--- src/rtl/alu_pkg.sv ---
`default_nettype none
// ============================================================================
// Module      : alu_pkg
// Description : Shared opcodes, FSM state encoding and response-class bit
//               positions for the ALU command sequencer.
// Revision    : 1.0 - initial release
// ============================================================================
package alu_pkg;

    localparam logic [3:0] OP_ADD     = 4'b0000;
    localparam logic [3:0] OP_SUB     = 4'b0001;
    localparam logic [3:0] OP_MUL     = 4'b0010;
    localparam logic [3:0] OP_DIV     = 4'b0011;
    localparam logic [3:0] OP_AND     = 4'b0100;
    localparam logic [3:0] OP_OR      = 4'b0101;
    localparam logic [3:0] OP_NAND    = 4'b0110;
    localparam logic [3:0] OP_NOR     = 4'b0111;
    localparam logic [3:0] OP_XOR     = 4'b1000;
    localparam logic [3:0] OP_XNOR    = 4'b1001;
    localparam logic [3:0] OP_CMP_EQ  = 4'b1010;
    localparam logic [3:0] OP_CMP_GT  = 4'b1011;
    localparam logic [3:0] OP_CMP_LT  = 4'b1100;
    localparam logic [3:0] OP_SHR     = 4'b1101;
    localparam logic [3:0] OP_SHL     = 4'b1110;
    localparam logic [3:0] OP_ILLEGAL = 4'b1111;

    // Bit positions inside the 4-bit response class {arith,logic,cmp,shift}
    localparam int CLS_ARITH = 3;
    localparam int CLS_LOGIC = 2;
    localparam int CLS_CMP   = 1;
    localparam int CLS_SHIFT = 0;

    typedef enum logic [1:0] {
        ST_IDLE    = 2'd0,
        ST_ISSUE   = 2'd1,
        ST_CAPTURE = 2'd2,
        ST_RESP    = 2'd3
    } alu_state_e;

    function automatic logic [3:0] class_of(input logic [3:0] fun);
        logic [3:0] cls;
        cls = 4'b0000;
        case (fun)
            OP_ADD, OP_SUB, OP_MUL, OP_DIV:                      cls[CLS_ARITH] = 1'b1;
            OP_AND, OP_OR, OP_NAND, OP_NOR, OP_XOR, OP_XNOR:     cls[CLS_LOGIC] = 1'b1;
            OP_CMP_EQ, OP_CMP_GT, OP_CMP_LT:                     cls[CLS_CMP]   = 1'b1;
            OP_SHR, OP_SHL:                                      cls[CLS_SHIFT] = 1'b1;
            default:                                             cls = 4'b0000;
        endcase
        return cls;
    endfunction

    function automatic logic is_onehot4(input logic [3:0] v);
        return (v != 4'b0000) && ((v & (v - 4'd1)) == 4'b0000);
    endfunction

endpackage
`default_nettype wire

--- src/rtl/alu_cmd_sequencer_if.sv ---
`default_nettype none
// ============================================================================
// Module      : alu_cmd_sequencer_if
// Description : Command, ALU-side and response signals of the sequencer.
//               master = sequencer view, slave = environment view.
// Revision    : 1.0 - initial release
// ============================================================================
interface alu_cmd_sequencer_if #(
    parameter int DATA_W = 16
);
    // Command channel; operands keep bit 0 as the MSB
    logic                cmd_valid;
    logic                cmd_ready;
    logic [3:0]          cmd_fun;
    logic [0:DATA_W-1]   cmd_a;
    logic [0:DATA_W-1]   cmd_b;

    logic [DATA_W-1:0]   alu_a;
    logic [DATA_W-1:0]   alu_b;
    logic [3:0]          alu_fun;
    logic [DATA_W-1:0]   alu_out;
    logic                alu_arith_flag;
    logic                alu_logic_flag;
    logic                alu_cmp_flag;
    logic                alu_shift_flag;

    logic                rsp_valid;
    logic                rsp_ready;
    logic [DATA_W-1:0]   rsp_data;
    logic [3:0]          rsp_class;
    logic                rsp_err;
    logic [15:0]         op_count;

    modport master (
        input  cmd_valid, cmd_fun, cmd_a, cmd_b,
        input  alu_out, alu_arith_flag, alu_logic_flag, alu_cmp_flag, alu_shift_flag,
        input  rsp_ready,
        output cmd_ready, alu_a, alu_b, alu_fun,
        output rsp_valid, rsp_data, rsp_class, rsp_err, op_count
    );

    modport slave (
        output cmd_valid, cmd_fun, cmd_a, cmd_b,
        output alu_out, alu_arith_flag, alu_logic_flag, alu_cmp_flag, alu_shift_flag,
        output rsp_ready,
        input  cmd_ready, alu_a, alu_b, alu_fun,
        input  rsp_valid, rsp_data, rsp_class, rsp_err, op_count
    );

endinterface
`default_nettype wire

--- src/rtl/alu_cmd_decode.sv ---
`default_nettype none
// ============================================================================
// Module      : alu_cmd_decode
// Description : Combinational classification of an offered command:
//               divide-by-zero, illegal opcode and expected result class.
// Revision    : 1.0 - initial release
// ============================================================================
module alu_cmd_decode
    import alu_pkg::*;
#(
    parameter int DATA_W = 16
) (
    input  logic [3:0]        cmd_fun_i,
    input  logic [0:DATA_W-1] cmd_b_i,
    output logic              div_zero_o,
    output logic              illegal_o,
    output logic [3:0]        exp_class_o
);

    assign div_zero_o  = (cmd_fun_i == OP_DIV) && (cmd_b_i == '0);
    assign illegal_o   = (cmd_fun_i == OP_ILLEGAL);
    assign exp_class_o = class_of(cmd_fun_i);

endmodule
`default_nettype wire

--- src/rtl/alu_cmd_sequencer.sv ---
`default_nettype none
// ============================================================================
// Module      : alu_cmd_sequencer
// Description : Issues one command at a time to an external registered ALU,
//               captures flags and result, and holds a response until taken.
// Revision    : 1.0 - initial release
// ============================================================================
module alu_cmd_sequencer
    import alu_pkg::*;
#(
    parameter int DATA_W = 16
) (
    input  logic                  clk,
    input  logic                  rst,
    alu_cmd_sequencer_if.master   cmd_if
);

    alu_state_e          state_q, state_d;
    logic [DATA_W-1:0]   alu_a_q, alu_a_d;
    logic [DATA_W-1:0]   alu_b_q, alu_b_d;
    logic [3:0]          alu_fun_q, alu_fun_d;
    logic [DATA_W-1:0]   rsp_data_q, rsp_data_d;
    logic [3:0]          rsp_class_q, rsp_class_d;
    logic                rsp_err_q, rsp_err_d;
    logic                rsp_valid_q, rsp_valid_d;
    logic [15:0]         op_count_q, op_count_d;

    logic                w_div_zero;
    logic                w_illegal;
    logic [3:0]          w_exp_class;
    logic [3:0]          w_alu_flags;

    alu_cmd_decode #(
        .DATA_W      (DATA_W)
    ) u_decode (
        .cmd_fun_i   (cmd_if.cmd_fun),
        .cmd_b_i     (cmd_if.cmd_b),
        .div_zero_o  (w_div_zero),
        .illegal_o   (w_illegal),
        .exp_class_o (w_exp_class)
    );

    assign w_alu_flags = {cmd_if.alu_arith_flag, cmd_if.alu_logic_flag,
                          cmd_if.alu_cmp_flag,   cmd_if.alu_shift_flag};

    always_comb begin
        state_d     = state_q;
        alu_a_d     = alu_a_q;
        alu_b_d     = alu_b_q;
        alu_fun_d   = alu_fun_q;
        rsp_data_d  = rsp_data_q;
        rsp_class_d = rsp_class_q;
        rsp_err_d   = rsp_err_q;
        rsp_valid_d = rsp_valid_q;
        op_count_d  = op_count_q;

        case (state_q)
            ST_IDLE: begin
                if (cmd_if.cmd_valid) begin
                    // Error commands never reach the ALU, so its inputs keep
                    // the last legal command.
                    if (w_illegal) begin
                        rsp_data_d  = '0;
                        rsp_class_d = 4'b0000;
                        rsp_err_d   = 1'b1;
                        rsp_valid_d = 1'b1;
                        state_d     = ST_RESP;
                    end else if (w_div_zero) begin
                        rsp_data_d  = '0;
                        rsp_class_d = w_exp_class;
                        rsp_err_d   = 1'b1;
                        rsp_valid_d = 1'b1;
                        state_d     = ST_RESP;
                    end else begin
                        alu_a_d   = cmd_if.cmd_a;
                        alu_b_d   = cmd_if.cmd_b;
                        alu_fun_d = cmd_if.cmd_fun;
                        state_d   = ST_ISSUE;
                    end
                end
            end

            ST_ISSUE: begin
                rsp_class_d = w_alu_flags;
                state_d     = ST_CAPTURE;
            end

            ST_CAPTURE: begin
                rsp_data_d  = cmd_if.alu_out;
                rsp_err_d   = !is_onehot4(rsp_class_q);
                rsp_valid_d = 1'b1;
                state_d     = ST_RESP;
            end

            ST_RESP: begin
                if (cmd_if.rsp_ready) begin
                    rsp_valid_d = 1'b0;
                    op_count_d  = op_count_q + 16'd1;
                    state_d     = ST_IDLE;
                end
            end

            default: state_d = ST_IDLE;
        endcase
    end

    always_ff @(posedge clk) begin
        if (rst) begin
            state_q     <= ST_IDLE;
            alu_a_q     <= '0;
            alu_b_q     <= '0;
            alu_fun_q   <= 4'b0000;
            rsp_data_q  <= '0;
            rsp_class_q <= 4'b0000;
            rsp_err_q   <= 1'b0;
            rsp_valid_q <= 1'b0;
            op_count_q  <= 16'd0;
        end else begin
            state_q     <= state_d;
            alu_a_q     <= alu_a_d;
            alu_b_q     <= alu_b_d;
            alu_fun_q   <= alu_fun_d;
            rsp_data_q  <= rsp_data_d;
            rsp_class_q <= rsp_class_d;
            rsp_err_q   <= rsp_err_d;
            rsp_valid_q <= rsp_valid_d;
            op_count_q  <= op_count_d;
        end
    end

    assign cmd_if.cmd_ready = (state_q == ST_IDLE);
    assign cmd_if.alu_a     = alu_a_q;
    assign cmd_if.alu_b     = alu_b_q;
    assign cmd_if.alu_fun   = alu_fun_q;
    assign cmd_if.rsp_valid = rsp_valid_q;
    assign cmd_if.rsp_data  = rsp_data_q;
    assign cmd_if.rsp_class = rsp_class_q;
    assign cmd_if.rsp_err   = rsp_err_q;
    assign cmd_if.op_count  = op_count_q;

endmodule
`default_nettype wire

--- src/flat_wrapper.sv ---
// flat-port wrapper written by rule: the top's interface ports become plain ports
module alu_cmd_sequencer_flat import alu_pkg::*;
#(
    parameter int DATA_W = 16
)
  (clk, rst, cmd_if_cmd_valid, cmd_if_cmd_fun, cmd_if_cmd_a, cmd_if_cmd_b, cmd_if_alu_out, cmd_if_alu_arith_flag, cmd_if_alu_logic_flag, cmd_if_alu_cmp_flag, cmd_if_alu_shift_flag, cmd_if_rsp_ready, cmd_if_cmd_ready, cmd_if_alu_a, cmd_if_alu_b, cmd_if_alu_fun, cmd_if_rsp_valid, cmd_if_rsp_data, cmd_if_rsp_class, cmd_if_rsp_err, cmd_if_op_count);
  alu_cmd_sequencer_if #(.DATA_W(DATA_W)) cmd_if_i ();
  input  logic clk;
  input  logic rst;
  input wire logic [$bits(cmd_if_i.cmd_valid)-1:0] cmd_if_cmd_valid;
  input wire logic [$bits(cmd_if_i.cmd_fun)-1:0] cmd_if_cmd_fun;
  input wire logic [$bits(cmd_if_i.cmd_a)-1:0] cmd_if_cmd_a;
  input wire logic [$bits(cmd_if_i.cmd_b)-1:0] cmd_if_cmd_b;
  input wire logic [$bits(cmd_if_i.alu_out)-1:0] cmd_if_alu_out;
  input wire logic [$bits(cmd_if_i.alu_arith_flag)-1:0] cmd_if_alu_arith_flag;
  input wire logic [$bits(cmd_if_i.alu_logic_flag)-1:0] cmd_if_alu_logic_flag;
  input wire logic [$bits(cmd_if_i.alu_cmp_flag)-1:0] cmd_if_alu_cmp_flag;
  input wire logic [$bits(cmd_if_i.alu_shift_flag)-1:0] cmd_if_alu_shift_flag;
  input wire logic [$bits(cmd_if_i.rsp_ready)-1:0] cmd_if_rsp_ready;
  output wire logic [$bits(cmd_if_i.cmd_ready)-1:0] cmd_if_cmd_ready;
  output wire logic [$bits(cmd_if_i.alu_a)-1:0] cmd_if_alu_a;
  output wire logic [$bits(cmd_if_i.alu_b)-1:0] cmd_if_alu_b;
  output wire logic [$bits(cmd_if_i.alu_fun)-1:0] cmd_if_alu_fun;
  output wire logic [$bits(cmd_if_i.rsp_valid)-1:0] cmd_if_rsp_valid;
  output wire logic [$bits(cmd_if_i.rsp_data)-1:0] cmd_if_rsp_data;
  output wire logic [$bits(cmd_if_i.rsp_class)-1:0] cmd_if_rsp_class;
  output wire logic [$bits(cmd_if_i.rsp_err)-1:0] cmd_if_rsp_err;
  output wire logic [$bits(cmd_if_i.op_count)-1:0] cmd_if_op_count;
  assign cmd_if_i.cmd_valid = cmd_if_cmd_valid;
  assign cmd_if_i.cmd_fun = cmd_if_cmd_fun;
  assign cmd_if_i.cmd_a = cmd_if_cmd_a;
  assign cmd_if_i.cmd_b = cmd_if_cmd_b;
  assign cmd_if_i.alu_out = cmd_if_alu_out;
  assign cmd_if_i.alu_arith_flag = cmd_if_alu_arith_flag;
  assign cmd_if_i.alu_logic_flag = cmd_if_alu_logic_flag;
  assign cmd_if_i.alu_cmp_flag = cmd_if_alu_cmp_flag;
  assign cmd_if_i.alu_shift_flag = cmd_if_alu_shift_flag;
  assign cmd_if_i.rsp_ready = cmd_if_rsp_ready;
  assign cmd_if_cmd_ready = cmd_if_i.cmd_ready;
  assign cmd_if_alu_a = cmd_if_i.alu_a;
  assign cmd_if_alu_b = cmd_if_i.alu_b;
  assign cmd_if_alu_fun = cmd_if_i.alu_fun;
  assign cmd_if_rsp_valid = cmd_if_i.rsp_valid;
  assign cmd_if_rsp_data = cmd_if_i.rsp_data;
  assign cmd_if_rsp_class = cmd_if_i.rsp_class;
  assign cmd_if_rsp_err = cmd_if_i.rsp_err;
  assign cmd_if_op_count = cmd_if_i.op_count;
  alu_cmd_sequencer #(.DATA_W(DATA_W)) u_core (.clk(clk), .rst(rst), .cmd_if(cmd_if_i));
endmodule
--- config.mk ---
export PLATFORM = sky130hd
export DESIGN_NAME = alu_cmd_sequencer_flat
export DESIGN_NICKNAME = d
export VERILOG_FILES = /design/src/rtl/alu_pkg.sv /design/src/rtl/alu_cmd_sequencer_if.sv /design/src/rtl/alu_cmd_decode.sv /design/src/rtl/alu_cmd_sequencer.sv /design/src/flat_wrapper.sv
export SDC_FILE = /design/constraint.sdc
export NUM_CORES = 1
export LEC_CHECK = 0
export BUFFER_PORTS_ARGS = -buffer_cell sky130_fd_sc_hd__buf_4
export CAP_MARGIN = 15
export CORE_ASPECT_RATIO = 2
export CORE_MARGIN = 2
export CORE_UTILIZATION = 45
export DETAILED_ROUTE_END_ITERATION = 8
export PLACE_DENSITY = 0.77
export SLEW_MARGIN = 10
export SYNTH_ARGS = -nofsm -noshare
export SYNTH_HDL_FRONTEND = slang
export SYNTH_SLANG_ARGS = --single-unit
--- constraint.sdc ---
create_clock -name clk -period 2.15 [get_ports clk]
set_clock_uncertainty 0.15 [all_clocks]
set_input_delay 0.1075 -clock clk [delete_from_list [all_inputs] [get_ports clk]]
set_output_delay 0.1075 -clock clk [all_outputs]
set_load 0.1 [all_outputs]
==> results.md, run 1 <==
* Area growth syn-to-layout at 53.9%
* Final wirelength at 10.2 mm
* Clock Pin Slew Worst Setup and Hold Paths at 0.06 ns
* Synth top area share at 42.0%
* Min cycle time layout at approximately 2.1 ns
* Via Count at 3,531
* FF-to-FF path depth at 7
* Status: completed
* Crit Path Max Fanout at 16
* Metal3 WL at 478 um
* Pin count of the biggest net entering global routing at 75
* Post-synth top flop: dfxtp_1
* Placer congestion estimate at 0.883
* Min-delay worst type: input pin to flop
* Hold Crit Depth at 4
* Rel. slew slack at 70.9%
* Critical path class: input pin to flop
* Synth area leaders: dfxtp_1 42%, mux2i_1 11%, nand2_1 8.8%
* Final setup vio count at 0
* Max Clock Freq at 0.473 GHz
* Post-synth top cells: 85 x nand2_1, 76 x dfxtp_1, 38 x mux2i_1
* Seq/Total Area, Yosys at 42.0%
* Die Span X at 67.4 um
* Slowest stage cell on the critical path: dlygate4sd3_1
* H-tree Lvls at 3
* Port Buffer Count at 134
* CTS tree: built
* Cell variety after synth at 48
* Drc violations at 0
* Via density at 5.12
* First-pass GRT wire length at 15.7 mm
* Critical Path Max Stage Delay at 0.54 ns
* Fin nets at 656
* Total grt overflow at 0
* WL/cell at 14.8 um
* CP arrival at around 2.2 ns
* Critical path data required time at 2.20 ns
* DR iter-0 viols at approximately 100
* Flops & latches, synth at 76
* Wl on met1 at 3.81 mm
* Setup tns final at 0 ns
* Peak supply drop at 0.000885 V
* Internal at 3.33 mW
* Met2 Wirelength at ~5.8 mm
* Core ar. at 7890 um^2
* Logic pwr share at 48.7%
* Clock latency on the worst-skew pair at 0.32 ns
* Starting Density at 45.9%
* Crit start category: input pin
* Std cell rows at 46
* Syn Std Cell Area at 3620 um^2
* Post-synthesis cell count at 404
* Switching power total at 2.73 mW
* Vias in the first global route at ~3,600
* Tot GR Track Use at 23.0%
* N_diodes at 0
* Placed Instances at between 600 and 700
* Switch share at 45.1%
* CTS Buf Count at 9
* Clk pwr share at 22.5%
* Post-Syn Nets at 470
* Post-synth EDFFs at 0
* Top-count cell post-synth: nand2_1
* Initial DRT Pass Iterations at 4
* Routed Antenna Nets at 0
* Die ar. at 8830 um^2
* Initial antenna violation count at 0
* Fillers at about 560
* CTS root buffer: clkbuf_16
* Syn_area_per_cell at around 9.0 um^2
* Fin. Hold Viols at 0
* Max clock buf depth at 2
* Ys Warns at 0
* Finished Layout Cells at 690
* Max cap viols at 0
* DP HPWL at 6.78 mm
* Power density over the cells at between 1000 and 1500 nW/um^2
* Register Area at 1540 um^2
* Fin crit share at 98.3%
* Fraction of registers with async set/reset at 0%
* Leakage power at 2.42 nW
* Worst path cell trace: dlygate4sd3_1 -> buf_4 -> or4_4 -> or3b_4 -> o211ai_4 -> buf_12 -> o32ai_1
* Die height at around 130 um
* Pins Over Slew Limit at 0
* Multi-input logic area at 1850 um^2
* # IOs at roughly 140
* Clk sinks at 76
* Layout cells sized above 1 at between 30% and 40%
* Max Used Layer: met4
* Leading area contributor after synthesis: dfxtp_1
* Setup crit end kind: flop
* Least-Margin Pin Slew at 0.425 ns
* Flop pwr share at 28.8%
## state kept, by name, indices dropped and copies added, names as in the netlist
register                 flops
u_core.cmd_if.alu_fun        4
u_core.cmd_if.alu_b         16
u_core.cmd_if.rsp_data      16
u_core.cmd_if.op_count      16
u_core.cmd_if.alu_a         16
u_core.cmd_if.rsp_valid      1
u_core.state_q               2
u_core.cmd_if.rsp_err        1
u_core.cmd_if.rsp_class      4
## worst max-delay path, delay by kind of cell
family / cells / cell delay (ns)
compound gates: 2 / 0.31
buf+inv: 3 / 0.86
simple gates: 2 / 0.89
## layer usage
layer / track usage [%] / vias up
met3: 5.57 / 12
li1: - / 1746
met4: 11.2 / 0
met2: 42.9 / 118
met5: 0 / -
met1: 22.7 / 1655
## area by class of cell
class	count	area share, %
clock inverter	2	0.180
timing repair buffer	198	29.7
inverter	36	2.42
clock buffer	13	4.67
sequential	76	27.7
multi-input combinational	269	33.2
tap	96	2.16
## cells in the final DEF (no fill, tap or decap), types with 2 or more instances in the layout
cell type / instances
dfxtp_2: 10
buf_4: 142
nand4_1: 5
or4_1: 2
o32ai_2: 10
nor2_1: 17
nand2_1: 85
nor2b_1: 7
dfxtp_1: 64
dfxtp_4: 2
xor2_1: 6
clkbuf_8: 2
nand3_1: 10
inv_2: 3
or3_1: 4
a2111oi_0: 2
xnor2_1: 5
buf_12: 3
nor3_1: 10
clkinv_2: 2
mux2_2: 5
o21ai_0: 8
nor4_2: 3
clkbuf_16: 9
clkbuf_1: 2
o31ai_1: 2
mux2i_1: 38
and4_1: 2
inv_1: 33
dlygate4sd3_1: 53
o32ai_1: 6
ha_1: 5
nor4_1: 4
a21oi_1: 11
## path summary, 6_finish.rpt
kind                                        startpoint                    endpoint  slack (ns)
worst max-delay path                   cmd_if_cmd_b[9]   u_core.cmd_if.rsp_data[3]        0.04
worst min-delay path             cmd_if_alu_arith_flag  u_core.cmd_if.rsp_class[3]        0.03
worst max register to register       u_core.state_q[0]   u_core.cmd_if.rsp_data[3]        0.16
worst min register to register  u_core.cmd_if.alu_b[7]      u_core.cmd_if.alu_b[7]        0.31
## cells by family after synthesis
| logic type | share of synthesized area (%) |
|---|---|
| buf+inv | 8.26 |
| flops | 42.0 |
| compound gates | 11.8 |
| simple gates | 20.8 |
| xor+xnor | 2.66 |
| fa+ha+maj | 2.07 |
| mux | 12.4 |
## power groups by stage
stage          Combinational (mW)  Sequential, mW  Clock (mW)
2_1_floorplan                1.03            3.01           0
3_3_place_gp                 2.82            1.75           0
3_5_place_dp                 2.85            1.76           0
4_1_cts                      2.93            1.74        1.39
5_1_grt                      3.09            1.77        1.45
6_report                     2.95            1.74        1.37
## through the flow
| step | instance area, um^2 | utilization [%] | power [mW] | worst slack, ns | hold WS, ns |
|---|---|---|---|---|---|
| CTS | 5550 | 70.4 | 6.06 | 0.00386 | 0.0171 |
| finish | 5570 | 70.7 | 6.06 | 0.0357 | 0.0319 |
| floorplan | 3660 | - | 4.04 | -0.121 | 0.0997 |
| detailed placement | 4750 | 60.2 | 4.61 | 0.157 | 0.226 |
| global placement | 4750 | 60.2 | 4.57 | 0.204 | 0.217 |
| global route | 5570 | 70.7 | 6.30 | -0.0238 | 0.0324 |
## what timing repair did
action                                  4_1_cts  5_1_grt
endpoints found under the setup margin        0       41
hold buffers                                 53        0
setup buffers                                 0        1
endpoints found under the hold margin        53        0
resized for setup                             0        4
(Power assumes the default switching activity.)
==> run 2: changes to the inputs <==
Settings changed: CORE_UTILIZATION 45 to 31, PLACE_DENSITY 0.77 to not set.
==> run 2 against run 1 <==
Largest power group unchanged. First-iteration DRC count is 33% lower. Global-route usage decreased by 6.8 points. Worst setup slack improved by 0.029 ns.
==> results.md, run 2 (synthesis results as in run 1) <==
* Final wirelength at 10.1 mm (-1.4%)
* Switching power total at 2.79 mW (+2.0%)
* Critical path class: input pin to flop
* Buf+Inv Stages, Crit Path at 3 (unchanged)
* Initial antenna violation count at 0 (unchanged)
* # IOs at 135 (unchanged)
* CTS root buffer: clkbuf_16
* Design area at 5670 um^2 (+1.8%)
* Critical Path Max Stage Delay at 0.54 ns (about the same)
* Setup crit end kind: flop
* Core ar. at 11,400 um^2 (+44%)
* Fillers at 1,074 (+91%)
* Max Clock Freq at 0.480 GHz (+1.4%)
* RSZ-0062 raised after global routing: no
* Fin. Hold Viols at 0 (unchanged)
* Std cell rows at 55 (+20%)
* CP arrival at 2.13 ns (-0.03 ns)
* Internal at 3.50 mW (+5.4%)
* Drc violations at 0 (unchanged)
* Max cap viols at 0 (unchanged)
* Die ar. at 12,600 um^2 (+43%)
* Die height at 157 um (+20%)
* Leakage power at 2.44 nW (+1.2%)
* DR iter-0 viols at 66 (-33%)
* CP delay by family, top: buffers and inverters
* Power density over the cells at 1110 nW/um^2 (+2.0%)
* DP HPWL at 7.19 mm (+6.2%)
* Clock latency on the worst-skew pair at 0.33 ns (about the same)
* Tot GR Track Use at 16.1% (-6.8 points)
* H-tree Lvls at 3 (unchanged)
* WL/cell at 13.7 um (-7.4%)
* Placed Area at 4790 um^2 (+0.79%)
* Crit Path Max Fanout at 9 (-7)
* Placer congestion estimate at 0.788 (-11%)
* Flop pwr share at 27.6% (-1.2 points)
* N_diodes at 0 (unchanged)
* Clock Pin Slew Worst Setup and Hold Paths at 0.06 ns (about the same)
* Fin nets at 654 (-0.30%)
* Critical path data required time at 2.20 ns (about the same)
* Clk pwr share at 25.5% (+3.0 points)
* Most frequent cells in the layout: 140 x buf_4, 85 x nand2_1, 64 x dfxtp_1
* R2r setup slk at 0.11 ns (-0.05 ns)
* Die Span X at 80.4 um (+19%)
* Worst path cell trace: dlygate4sd3_1 -> buf_4 -> nand4bb_2 -> or3b_4 -> o211ai_4 -> clkbuf_16 -> o32ai_2
* Slowest stage cell on the critical path: dlygate4sd3_1
* Starting Density at 31.9% (-14 points)
* Initial DRT Pass Iterations at 4 (unchanged)
* Routed Antenna Nets at 0 (unchanged)
* Final setup vio count at 0 (unchanged)
* Area growth syn-to-layout at 56.6%
* Max clock buf depth at 2 (unchanged)
* Total grt overflow at 0 (unchanged)
* Min cycle time layout at 2.08 ns (-0.0294 ns)
* Status: completed
* Pins Over Slew Limit at 0 (unchanged)
* Clk sinks at 76 (unchanged)
* Logic pwr share at 46.9% (-1.8 points)
* Vias in the first global route at 3,462 (-4.2%)
* Port Buffer Count at 134 (unchanged)
* First-pass GRT wire length at 15.9 mm (+1.5%)
* Pin count of the biggest net entering global routing at 43 (-43%)
* CTS tree: built
* Switch share at 44.3% (-0.81 points)
* Least-Margin Pin Slew at 0.496 ns (+0.0706 ns)
* Core Util, Final at 50.0% (-21 points)
* CTS Buf Count at 9 (unchanged)
* Peak supply drop at 0.000633 V (-28%)
* Setup repair bufs after CTS at 0 (unchanged)
* Rel. slew slack at 67.0% (-4.0 points)
* Via density at 4.75 (-7.1%)
* Min-delay worst type: input pin to flop
* Crit start category: input pin
* Layout cells sized above 1 at 34.7% (+0.40 points)
* Fin crit share at 97.0% (-1.4 points)
* Commonest non-fill, non-tap cell in the layout: buf_4
* Via Count at 3,494 (-1.0%)
==> run 2: power by group through the flow <==
stage	combinational, mW	clock, mW	sequential (mW)
after floorplan	1.03	0	3.01
after global placement	2.83	0	1.75
after detailed placement	2.86	0	1.76
after CTS	2.94	1.65	1.73
after global routing	3.10	1.72	1.76
final	2.95	1.61	1.73
==> run 2: worst paths after layout <==
path	start	endpoint	cells past startpoint
worst max register to register	u_core.state_q[0]	u_core.cmd_if.rsp_data[8]	7
worst min register to register	u_core.cmd_if.alu_b[7]	u_core.cmd_if.alu_b[7]	2
worst min-delay path	cmd_if_alu_logic_flag	u_core.cmd_if.rsp_class[2]	4
worst max-delay path	cmd_if_cmd_fun[2]	u_core.cmd_if.rsp_data[8]	7
==> run 2: final cells by class <==
cell class	instances	area (um^2)	area share [%]
Clock buffer	9	225	3.97
Clock inverter	7	91.3	1.61
Inverter	36	135	2.38
Multi-Input combinational cell	269	1850	32.6
Sequential cell	76	1540	27.2
Tap cell	142	178	3.13
Timing Repair Buffer	196	1650	29.1
==> run 2: what timing repair did <==
| action | in CTS | in global routing |
|---|---|---|
| resized for setup | 0 | 7 |
| endpoints found under the hold margin | 53 | 0 |
| setup endpoints to repair | 0 | 17 |
| hold buffers | 53 | 0 |
==> run 2: through the flow <==
step | setup TNS, ns | hold WS, ns | instances | total power [mW] | setup slack, ns
detailed placement | 0 | 0.226 | 666 | 4.62 | 0.141
floorplan | -1.30 | 0.0997 | 404 | 4.04 | -0.121
finish | 0 | 0.0175 | 735 | 6.29 | 0.0651
global placement | 0 | 0.218 | 666 | 4.59 | 0.194
global route | 0 | 0.0410 | 735 | 6.58 | 0.0202
CTS | 0 | 0.00374 | 735 | 6.33 | 0.0158
==> run 2: per-layer routing <==
metal	routed length (um)	share of wire [%]	global-route usage (%)	vias up
met4	349	3.5	8.80	0
met5	0	0	0	-
met3	642	6.4	4.27	25
li1	-	-	-	1752
met1	3620	36	16.1	1600
met2	5450	54	29.4	117
==> run 2: worst register-to-register path, cell delays in order, from the launching register on <==
cell and delay, ns:
dfxtp_2 0.37, inv_2 0.06, ha_4 0.20, mux2_4 0.21
or3b_4 0.39, o211ai_4 0.25, clkbuf_16 0.21, o32ai_2 0.07
==> run 3: changes to the inputs <==
Settings changed: BUFFER_PORTS_ARGS -buffer_cell sky130_fd_sc_hd__buf_4 to not set, DONT_BUFFER_PORTS set to 1.
==> run 3 against run 2 <==
Register-to-register slack improved by 0.04 ns. Combinational power decreased by 3%. Worst setup slack improved by 0.084 ns. Global-route usage decreased by 0.29 points. Power decreased by 3.2%. Critical path depth unchanged. Core utilization decreased by 3.9 points. Flip-flop and latch count unchanged. Sequential power decreased by 2%. Maximum frequency increased by 4.2%. Cell area decreased by 7.8%. Critical path type is now flop to flop. Critical endpoint is now u_core.cmd_if.rsp_data[1]. Largest power group unchanged.
==> results.md, run 3 (synthesis results as in run 1) <==
* Critical Path Max Stage Delay at 0.39 ns (-0.15 ns)
* Clk pwr share at 25.2% (-0.3 points)
* CP arrival at 2.06 ns (-0.07 ns)
* Std cell rows at 55 (unchanged)
* Placer congestion estimate at 0.750 (-4.7%)
* Fillers at 1,080 (+0.56%)
* Hold_sp: cmd_if_rsp_ready
* Peak supply drop at 0.000625 V (-1.4%)
* Commonest non-fill, non-tap cell in the layout: nand2_1
* Finished Layout Cells at 678 (-7.8%)
* DR iter-0 viols at 69 (+4.5%)
* Via density at 4.87 (+2.4%)
* Hold Crit Depth at 4 (unchanged)
* Fin crit share at 93.1% (-3.9 points)
* CTS root buffer: clkbuf_16
* Switching power total at 2.73 mW (-2.2%)
* Status: completed
* Logic pwr share at 47.0% (about the same)
* Core Util, Final at 46.1% (-3.9 points)
* CTS Buf Count at 9 (unchanged)
* Final setup vio count at 0 (unchanged)
* Setup crit end kind: flop
* Critical path class: flop to flop
* Initial antenna violation count at 0 (unchanged)
* Switch share at 44.8% (+0.50 points)
* First-pass GRT wire length at 15.4 mm (-3.6%)
* Core ar. at 11,400 um^2 (unchanged)
* Multi-input logic area at 1830 um^2 (-0.95%)
* Flop pwr share at 27.8% (+0.2 points)
* WL/cell at 14.6 um (+6.8%)
* Fin. Hold Viols at 0 (unchanged)
* Via Count at 3,302 (-5.5%)
* Setup repair bufs after CTS at 0 (unchanged)
* FF-to-FF path depth at 7 (unchanged)
* Die Span X at 80.4 um (unchanged)
* Most frequent cells in the layout: 85 x nand2_1, 77 x buf_4, 64 x dfxtp_1
* Power density over the cells at 1160 nW/um^2 (+4.9%)
* Rel. slew slack at 66.3% (-0.64 points)
* Total grt overflow at 0 (unchanged)
* Vias in the first global route at 3,245 (-6.3%)
* Area growth syn-to-layout at 44.4%
* N_diodes at 0 (unchanged)
* # IOs at 135 (unchanged)
* Critical path data required time at 2.21 ns (about the same)
* Design area at 5230 um^2 (-7.8%)
* Clock latency on the worst-skew pair at 0.33 ns (about the same)
* CTS tree: built
* Min cycle time layout at 2.00 ns (-0.0839 ns)
* Max Clock Freq at 0.500 GHz (+4.2%)
* Port Buffer Count at 0 (-100%)
* Drc violations at 0 (unchanged)
* Leakage power at 2.14 nW (-12%)
* Placed Instances at 603 (-9.5%)
* Max clock buf depth at 2 (unchanged)
* Pins Over Slew Limit at 0 (unchanged)
* Internal at 3.36 mW (-4.1%)
* Register Area at 1540 um^2 (unchanged)
* Routed Antenna Nets at 0 (unchanged)
* Die height at 157 um (unchanged)
* Tot Pwr at 6.09 mW (-3.2%)
* Least-Margin Pin Slew at 0.501 ns (+0.00502 ns)
* Clk sinks at 76 (unchanged)
* R2r setup slk at 0.15 ns (+0.04 ns)
* Crit start category: flop
* Fin nets at 597 (-8.7%)
* Max cap viols at 0 (unchanged)
* Slowest stage cell on the critical path: or3b_4
* Placed Area at 4330 um^2 (-9.6%)
* Final wirelength at 9.91 mm (-1.5%)
* Reg-to-reg critical path startpoint: u_core.state_q[0]
* End of the worst register-to-register path: u_core.cmd_if.rsp_data[1]
* Layout cells sized above 1 at 25.7% (-9.0 points)
* Starting Density at 31.9% (unchanged)
* Tot GR Track Use at 15.8% (-0.29 points)
* RSZ-0062 raised after global routing: no
* Pin count of the biggest net entering global routing at 68 (+58%)
* Initial DRT Pass Iterations at 4 (unchanged)
* DP HPWL at 7.07 mm (-1.8%)
* Min-delay worst type: input pin to flop
* Crit Path Max Fanout at 16 (+7)
* Die ar. at 12,600 um^2 (unchanged)
* Clock Pin Slew Worst Setup and Hold Paths at 0.06 ns (about the same)
* Hold Path End: u_core.state_q[0]
* Worst path cell trace: inv_2 -> ha_4 -> mux2_4 -> or3b_4 -> o211ai_4 -> buf_12 -> o32ai_1
* H-tree Lvls at 3 (unchanged)
-- run 3: per-layer routing --
metal  global-route usage [%]  part of all wire [%]  routed length (um)  vias up
li1                         -                     -                   -     1632
met1                     15.0                    35                3460     1536
met2                     29.8                    55                5500      120
met3                     5.54                   7.3                 728       14
met4                     6.62                   2.3                 228        0
met5                        0                     0                   0        -
-- run 3: power groups by stage --
stage                     registers (mW)  logic [mW]  clock network, mW
after floorplan                     3.01        1.03                  0
after global placement              1.72        2.74                  0
after detailed placement            1.72        2.77                  0
after CTS                           1.69        2.88               1.58
after global routing                1.72        2.99               1.65
final                               1.69        2.86               1.53
-- run 3: how the worst max path moves through the flow --
stage	slack (ns)	cells past startpoint	endpoint	startpoint
after floorplan	-0.12	8	u_core.cmd_if.rsp_data[10]	u_core.state_q[1]
after global placement	0.22	7	u_core.cmd_if.rsp_data[4]	u_core.state_q[0]
after detailed placement	0.16	7	u_core.cmd_if.rsp_data[1]	u_core.state_q[1]
after CTS	0.15	7	u_core.cmd_if.rsp_data[15]	u_core.state_q[0]
after global routing	0.03	7	u_core.cmd_if.rsp_data[15]	u_core.state_q[1]
final	0.15	7	u_core.cmd_if.rsp_data[1]	u_core.state_q[0]
-- run 3: critical path: cells and delay by family, from the launching register on --
| kind | cells | cell delay, ns |
|---|---|---|
| AOI/OAI and AO/OA | 2 | 0.31 |
| adders and majority gates | 1 | 0.20 |
| buffers and inverters | 2 | 0.25 |
| DFF | 1 | 0.38 |
| muxes | 1 | 0.20 |
| and+or+nand+nor | 1 | 0.39 |
-- run 3: timing repair --
item                      4_1_cts  5_1_grt
hold buffers                   59        0
hold endpoints to repair       76        0
resized for setup               0        0
-- run 3: area by class of cell --
| type | instances | area share [%] |
|---|---|---|
| Sequential cell | 76 | 29.5 |
| Multi-Input combinational cell | 269 | 35.0 |
| Inverter | 36 | 2.58 |
| Timing Repair Buffer | 139 | 23.7 |
| Clock inverter | 4 | 0.909 |
| Clock buffer | 12 | 4.90 |
| Tap cell | 142 | 3.40 |
-- run 3: metrics by stage --
stage | hold slack [ns] | TNS [ns] | worst slack [ns]
floorplan | 0.0997 | -1.30 | -0.121
global placement | 0.0233 | 0 | 0.220
detailed placement | 0.0273 | 0 | 0.162
CTS | 0.0270 | 0 | 0.151
global route | 0.0534 | 0 | 0.0348
finish | 0.0438 | 0 | 0.149
